**src/rtl/bounded_step_counter.sv**
```systemverilog
// bounded_step_counter: bounded up/down step counter with wrap/saturate modes,
// sticky overflow flag and a one-unit-per-cycle seek engine.
module bounded_step_counter #(
   parameter int WIDTH      = 8,
   parameter int STEP_WIDTH = 4
) (
   input  logic                  CLK,
   input  logic                  RESET,
   input  logic                  EN_i,
   input  logic                  LOAD_i,
   input  logic                  DOWN_i,
   input  logic [WIDTH-1:0]      D_i,
   input  logic [STEP_WIDTH-1:0] STEP_i,
   input  logic [WIDTH-1:0]      LIMIT_i,
   input  logic                  SAT_i,
   input  logic                  OVF_CLR_i,
   input  logic                  SEEK_i,
   output logic [WIDTH-1:0]      Q_o,
   output logic                  ZERO_o,
   output logic                  AT_LIMIT_o,
   output logic                  WRAP_o,
   output logic                  OVF_o,
   output logic                  BUSY_o,
   output logic                  DONE_o
);
   localparam int XW = WIDTH + 2;
   localparam logic signed [XW-1:0] ONE = 1;
   typedef enum logic {IDLE, RUN} state_t;
   state_t state_q;
   logic [WIDTH-1:0] q_q, t_q, q_d, ld_val;
   logic ovf_q, wrap_q, busy_q, done_q, ovf_set, wrap_d;
   logic signed [XW-1:0] qx, sx, lx, up_s, up_r, dn_r;

   function automatic logic [WIDTH-1:0] clamp(input logic signed [XW-1:0] r,
                                              input logic signed [XW-1:0] lim);
      return r[XW-1] ? '0 : (r > lim) ? lim[WIDTH-1:0] : r[WIDTH-1:0];
   endfunction

   // All bound arithmetic is signed with two guard bits so sums and negative wraps never alias.
   assign qx     = $signed(XW'(q_q));
   assign sx     = $signed(XW'(STEP_i));
   assign lx     = $signed(XW'(LIMIT_i));
   assign up_s   = qx + sx;
   assign up_r   = up_s - lx - ONE;
   assign dn_r   = qx + lx + ONE - sx;
   assign ld_val = (D_i > LIMIT_i) ? LIMIT_i : D_i;

   always_comb begin
      q_d     = q_q;
      ovf_set = 1'b0;
      wrap_d  = 1'b0;
      if (STEP_i != '0 && !DOWN_i) begin
         ovf_set = up_s > lx;
         wrap_d  = ovf_set && !SAT_i;
         q_d     = !ovf_set ? up_s[WIDTH-1:0] : SAT_i ? LIMIT_i : clamp(up_r, lx);
      end else if (STEP_i != '0) begin
         ovf_set = sx > qx;
         wrap_d  = ovf_set && !SAT_i;
         q_d     = !ovf_set ? q_q - WIDTH'(STEP_i) : SAT_i ? '0 : clamp(dn_r, lx);
      end
   end

   always_ff @(posedge CLK) begin
      if (RESET) begin
         state_q <= IDLE;
         q_q     <= '0;
         t_q     <= '0;
         ovf_q   <= 1'b0;
         wrap_q  <= 1'b0;
         busy_q  <= 1'b0;
         done_q  <= 1'b0;
      end else begin
         wrap_q <= 1'b0;
         done_q <= 1'b0;
         ovf_q  <= ovf_q && !OVF_CLR_i;
         case (state_q)
            RUN: begin
               if (q_q != t_q) begin
                  q_q <= (q_q < t_q) ? q_q + WIDTH'(1) : q_q - WIDTH'(1);
               end else begin
                  state_q <= IDLE;
                  busy_q  <= 1'b0;
                  done_q  <= 1'b1;
               end
            end
            default: begin
               if (SEEK_i) begin
                  t_q     <= ld_val;
                  state_q <= RUN;
                  busy_q  <= 1'b1;
               end else if (EN_i && LOAD_i) begin
                  q_q <= ld_val;
               end else if (EN_i) begin
                  q_q    <= q_d;
                  wrap_q <= wrap_d;
                  ovf_q  <= ovf_set || (ovf_q && !OVF_CLR_i);
               end
            end
         endcase
      end
   end

   assign Q_o        = q_q;
   assign ZERO_o     = q_q == '0;
   assign AT_LIMIT_o = q_q == LIMIT_i;
   assign WRAP_o     = wrap_q;
   assign OVF_o      = ovf_q;
   assign BUSY_o     = busy_q;
   assign DONE_o     = done_q;
endmodule
```
**config.mk**
```make
export PLATFORM = sky130hd
export DESIGN_NAME = bounded_step_counter
export DESIGN_NICKNAME = d
export VERILOG_FILES = /design/src/rtl/bounded_step_counter.sv
export SDC_FILE = /design/constraint.sdc
export NUM_CORES = 1
export LEC_CHECK = 0
export CELL_PAD_IN_SITES_DETAIL_PLACEMENT = 1
export CELL_PAD_IN_SITES_GLOBAL_PLACEMENT = 2
export CORE_MARGIN = 1.5
export CORE_UTILIZATION = 31
export DETAILED_ROUTE_END_ITERATION = 8
export PLACE_DENSITY_LB_ADDON = 0.15
export SETUP_SLACK_MARGIN = 0.4
export SLEW_MARGIN = 20
export SYNTH_ARGS = -nofsm -noshare
export SYNTH_HDL_FRONTEND = slang
export SYNTH_SLANG_ARGS = --single-unit
```
**constraint.sdc**
```tcl
create_clock -name CLK -period 4.3 [get_ports CLK]
set_input_delay 0.43 -clock CLK [delete_from_list [all_inputs] [get_ports CLK]]
set_output_delay 0.43 -clock CLK [all_outputs]
set_load 0.02 [all_outputs]
```
==> results of run 1 <==
==> routing by layer <==
metal / GRT usage, % / routed length [um] / vias up
li1: - / - / 2158
met1: 36.6 / 8040 / 2169
met2: 44.4 / 7950 / 109
met3: 2.79 / 908 / 30
met4: 6.67 / 427 / 0
met5: 0 / 0 / -
==> sequential cells by signal, summed over array words and instances (netlist names) <==
signal / count
Q_o: 8
OVF_o: 1
WRAP_o: 1
BUSY_o: 1
t_q: 8
DONE_o: 1
state_q: 1
==> logic make-up after synthesis <==
kind of cell / share of synthesized area, %
mux: 3.98
buf+inv: 6.11
flops: 10.9
xor+xnor: 6.79
simple gates: 18.9
fa+ha+maj: 26.4
compound gates: 26.9
==> worst max-delay path, stage by stage (launching register included) <==
cell	delay [ps]
dfxtp_4	390
buf_12	110
inv_6	30
fa_2	590
inv_2	60
ha_4	150
or2_4	220
fa_2	380
a211oi_4	260
o31ai_4	120
xor2_2	210
ha_1	350
and3_4	180
o2111a_1	130
o31ai_2	290
nand3_2	200
buf_6	190
nor2_4	100
a211oi_4	50
a311oi_2	340
o32ai_2	130
==> final cells by class <==
cell class              instances  area, sq um  share of cell area (%)
clock buffers                   3         75.1                    1.27
repair buffers                160         1370                    23.1
multi-input cells             417         3650                    61.5
clock inverters                 1         5.00                  0.0844
flip-flops and latches         21          427                    7.19
inverters                      50          193                    3.25
well taps                     168          210                    3.54
==> cell usage in the layout, fill, tap and decap left out, types with 4 or more instances in the layout <==
cell	instances
buf_4	107
ha_1	61
inv_1	46
nor2_1	42
clkdlybuf4s50_1	36
a21oi_1	34
nand2_1	32
dfxtp_1	18
xnor2_1	14
nor3_1	13
o21ai_0	13
a211oi_1	11
nand3_1	11
mux2i_1	9
xor2_1	9
buf_6	9
o211ai_1	8
nor4_1	7
ha_4	7
o21a_1	6
xnor2_2	6
nand4_1	5
a21oi_2	5
nor2b_1	5
fa_1	5
o21ai_1	4
a221oi_2	4
a21o_1	4
and4_1	4
==> stage by stage <==
step	power [mW]	hold slack (ps)	cells	area, sq um	util, %
after global routing	5.25	510	820	5930	49.0
after floorplan	2.46	478	500	3990	-
final	4.88	479	820	5930	49.0
after CTS	4.55	486	814	5670	46.8
after detailed placement	3.97	477	793	5310	43.8
after global placement	3.84	460	793	5310	43.8
==> timing repair <==
item	4_1_cts	5_1_grt
hold endpoints to repair	0	0
cloned	0	0
resized for setup	39	35
setup endpoints to repair	10	10
pin swaps	36	35
buffers inserted	17	6
==> worst paths after layout <==
path,start,slack [ps],cells after the start,end
hold / removal,OVF_o,480,2,OVF_o
setup reg to reg,Q_o[0],-360,20,Q_o[2]
hold reg to reg,OVF_o,480,2,OVF_o
setup / recovery,Q_o[0],-360,20,Q_o[2]
==> where the power goes <==
part	internal [mW]	leakage, nW	switching (mW)
Sequential	0.237	0.175	0.0647
Combinational	2.15	2.44	2.23
Clock	0.125	0.0409	0.0765
Total	2.51	2.66	2.37
==> out/summary.txt, run 1 <==
total grt overflow: 0
Slew Limit Fails: 0
RSZ-0062 raised after global routing: true
Yosys cell types: 64
Final Worst Setup Slack: -365 ps
initial antenna violation count: 0
htree depth: 1
PD cells: 822 nW/um^2
Worst setup SP type: flop
fmax: 0.214 GHz
synthesized cell area: 3870 sq um
mean post-synth cell area: 7.74 sq um
period utilisation layout: 108%
Syn Nets: 605
pin count of the biggest net entering global routing: 23
sequential-to-total area share from yosys stat: 10.9%
Clock Path Buffers: 2
GP Congestion: 0.911
Sink Count: 21
vias in the first global route: 4701
violated checks: negative setup slack
Ant. Diodes: 0
DIE AREA: 13200 sq um
Vias: 4466
Crit Path Category: flop to flop
core area: 12100 sq um
Num CTS Buffers: 3
antenna-violating nets left: 0
Worst Path Arrival: 4750 ps
Final min period: 4660 ps
Worst Path Max Fanout: 5
drt drc: 0
final setup fails: 8
Post-Place Worst Slack: -1050 ps
port bufs: 41
Worst-Margin Slew: 943 ps
DRT iter0 DRCs: 231
Fin. Hold Viols: 0
# fillers: 1482
Detailed Route WL: 17300 um
area leader, netlist: ha_1
DRT Pass-1 Iters: 4
Worst Skew: 5.11 ps
CP required: 4390 ps
first-pass GRT wire length: 26400 um
CTS root buf: clkbuf_16
Die Ht: 115 um
share of post-route cells with drive strength above 1: 31.0%
Yosys reg bits: 21
Gate Count Post-Synth: 500
HPWL Detailed: 14300 um
leakage: 2.66 nW
CTS tree: yes
Vias/cell: 5.45
IO Count: 42
number of synthesized flops with an enable pin: 0
row count: 40
clock slew at reported path FFs: 60 ps
NumNets Final: 758
Die Wd: 115 um
most common cell in the synthesized netlist: ha_1
top-area cell type share of the netlist area: 22.3%
yosys warns: 0
Post-synth ARST share: 0%
Slew headroom: 36.9%
Area Growth Syn to Fin: 53.3%
Starting Density: 32.0%
MaxCap Viol Count: 0
VDD IR max: 0.315 mV
status: finished with violations
wire length per cell: 21.1 um
Main synth FF type: dfxtp_1
Synth area leaders: ha_1 (22%), dfxtp_1 (11%), a21oi_1 (5.2%)
HP Class: flop to flop
GRT Overall Usage: 26.5%
cts hold-fix bufs: 0
top post-synthesis cells by count: ha_1 (69), inv_1 (50), nor2_1 (44), a21oi_1 (40), nand2_1 (35)
Setup TNS: -2460 ps
Worst setup EP type: flop
Clk Latency, worst-skew pair: 260 ps
No activity file was read; power rests on OpenSTA's default activity.
==> run 2: changes to the inputs <==
- GPL_TIMING_DRIVEN: unset -> 0
- SKIP_LAST_GASP: unset -> 1
==> run 2 against run 1 <==
  * The flow still finishes with violations (negative setup slack)
  * Die area stayed put
  * Highest routed layer unchanged
  * Critical endpoint is now Q_o[4]
  * Cell area down 11%
  * Non-clock buffer count down 65
  * Maximum frequency grew 1.4%
  * Largest cell class unchanged
==> out/summary.txt, run 2 (synthesis results as in run 1) <==
status: finished with violations
violated checks: negative setup slack
Worst Skew: 2.80 ps
Worst setup EP type: flop
DRT Pass-1 Iters: 4
Worst Path Arrival: 4720 ps
RSZ-0062 raised after global routing: true
Worst Path Max Fanout: 4
highest-count cells in the layout ignoring fill and taps: ha_1 (62), nor2_1 (43), inv_1 (43), buf_4 (38)
PD cells: 834 nW/um^2
CP max-delay cell: fa_2
Min-Delay Startpoint: OVF_o
most common cell after layout, fill and taps aside: ha_1
MaxCap Viol Count: 0
Crit Path Category: flop to flop
initial antenna violation count: 0
Worst setup SP type: flop
Power Total: 4.41 mW
IO Count: 42
Final Instance Count excl. Fillers: 755
Final min period: 4600 ps
Worst R2R Start: Q_o[0]
first-pass GRT wire length: 24700 um
Sink Count: 21
share of post-route cells with drive strength above 1: 22.5%
Final Worst Setup Slack: -302 ps
CP required: 4420 ps
cell internal pwr: 2.14 mW
htree depth: 1
Post-Place Worst Slack: -1410 ps
GRT Overall Usage: 24.4%
cts hold-fix bufs: 0
clock slew at reported path FFs: 60 ps
Slew Limit Fails: 0
DIE AREA: 13200 sq um
Clk Latency, worst-skew pair: 250 ps
total grt overflow: 0
r2r endpoint: Q_o[4]
Die Ht: 115 um
Die Wd: 115 um
wire length per cell: 21.2 um
core area: 12100 sq um
final setup fails: 8
sequential power share: 7.4%
crit-path cells: inv_4 -> fa_2 -> inv_2 -> ha_4 -> or2_4 -> fa_2 -> buf_4 -> a21o_1 -> a21oi_2 -> xnor2_2 -> ha_1 -> and3_4 -> o2111a_2 -> o31ai_4 -> nand3_2 -> buf_6 -> nand2_8 -> mux2_4 -> a221oi_4 -> nor3_1
CTS root buf: clkbuf_16
CP max stage delay: 610 ps
CTS tree: yes
Num CTS Buffers: 3
Clk pwr share: 4.6%
Vias/cell: 5.63
Hold Crit Depth: 2
fmax: 0.217 GHz
Detailed Route WL: 16000 um
Psw: 2.27 mW
NumNets Final: 693
switching share of power: 51.5%
Area Growth Syn to Fin: 36.5%
r2r worst-path depth: 20
top sig layer: met4
Comb power frac: 88.0%
pin count of the biggest net entering global routing: 12
R2R setup slack: -300 ps
port bufs: 41
vias in the first global route: 4456
Starting Density: 32.0%
Vias: 4251
HPWL Detailed: 12500 um
met2 WL: 7570 um
DRT iter0 DRCs: 230
Slew headroom: 53.2%
Worst-Margin Slew: 696 ps
row count: 40
hold worst-path end: OVF_o
leakage: 2.28 nW
met3 WL: 897 um
VDD IR max: 0.327 mV
Fin. Hold Viols: 0
period utilisation layout: 107%
wl on met1: 7310 um
dpl cells: 709
CP dominant cell by count: fa_2
GP Congestion: 0.899
antenna-violating nets left: 0
Clock Path Buffers: 2
HP Class: flop to flop
Ant. Diodes: 0
drt drc: 0
[run 2: changes by cell type in the layout (fill, tap and decap cells not counted), sizes merged]
cell / change
clkdlybuf4s50: -3
dlygate4sd2: -1
clkinv: -1
buf: -68
clkbuf: +8
[run 2: timing repair]
item | 4_1_cts | 5_1_grt
setup buffers | 26 | 16
resized for setup | 66 | 26
setup endpoints to repair | 10 | 8
pin swaps | 25 | 28
[run 2: layout make-up]
class / count / area [sq um]
multi-input cells: 417 / 3590
repair buffers: 83 / 736
plain buffers: 12 / 48.8
clock buffers: 4 / 78.8
well taps: 168 / 210
fillers: 1499 / 6830
inverters: 50 / 190
flip-flops and latches: 21 / 433
[run 2: per-layer routing]
metal | up-vias | global-route usage [%]
li1 | 2027 | -
met1 | 2106 | 33.8
met2 | 100 | 41.9
met3 | 18 | 2.37
met4 | 0 | 4.03
met5 | - | 0
[run 2: metrics by stage]
step           hold slack, ps  instance area [sq um]  TNS (ps)  utilization [%]
2_1_floorplan             478                   3990         0                -
3_3_place_gp              460                   4610     -9560             38.1
3_5_place_dp              467                   4610    -10190             38.1
4_1_cts                   476                   5030     -1370             41.5
5_1_grt                   506                   5280     -2970             43.6
6_report                  472                   5280     -1340             43.6
[run 2: worst max-delay path, delay by kind of cell (launching register included)]
family	cells	cell delay (ps)
AO/OA/AOI/OAI	5	1050
multiplexers	1	320
AND/OR/NAND/NOR	5	700
buffers and inverters	4	420
adder cells (fa/ha/maj)	4	1420
XOR/XNOR	1	160
flip-flops	1	390
[run 2: worst max path at each step]
stage / from / end / slack, ps / cells after the start
after floorplan: Q_o[0] / Q_o[4] / 5 / 18
after global routing: Q_o[0] / Q_o[4] / -470 / 19
after CTS: Q_o[0] / Q_o[4] / -240 / 18
final: Q_o[0] / Q_o[4] / -300 / 20
after detailed placement: LIMIT_i[0] / Q_o[4] / -1410 / 19
after global placement: LIMIT_i[0] / Q_o[4] / -1350 / 19
[run 2: power groups by stage]
stage,sequential [mW],combinational [mW],clock (mW)
4_1_cts,0.322,3.43,0.203
3_5_place_dp,0.358,2.96,0
3_3_place_gp,0.357,2.87,0
5_1_grt,0.330,4.20,0.209
6_report,0.327,3.88,0.202
2_1_floorplan,0.337,2.12,0
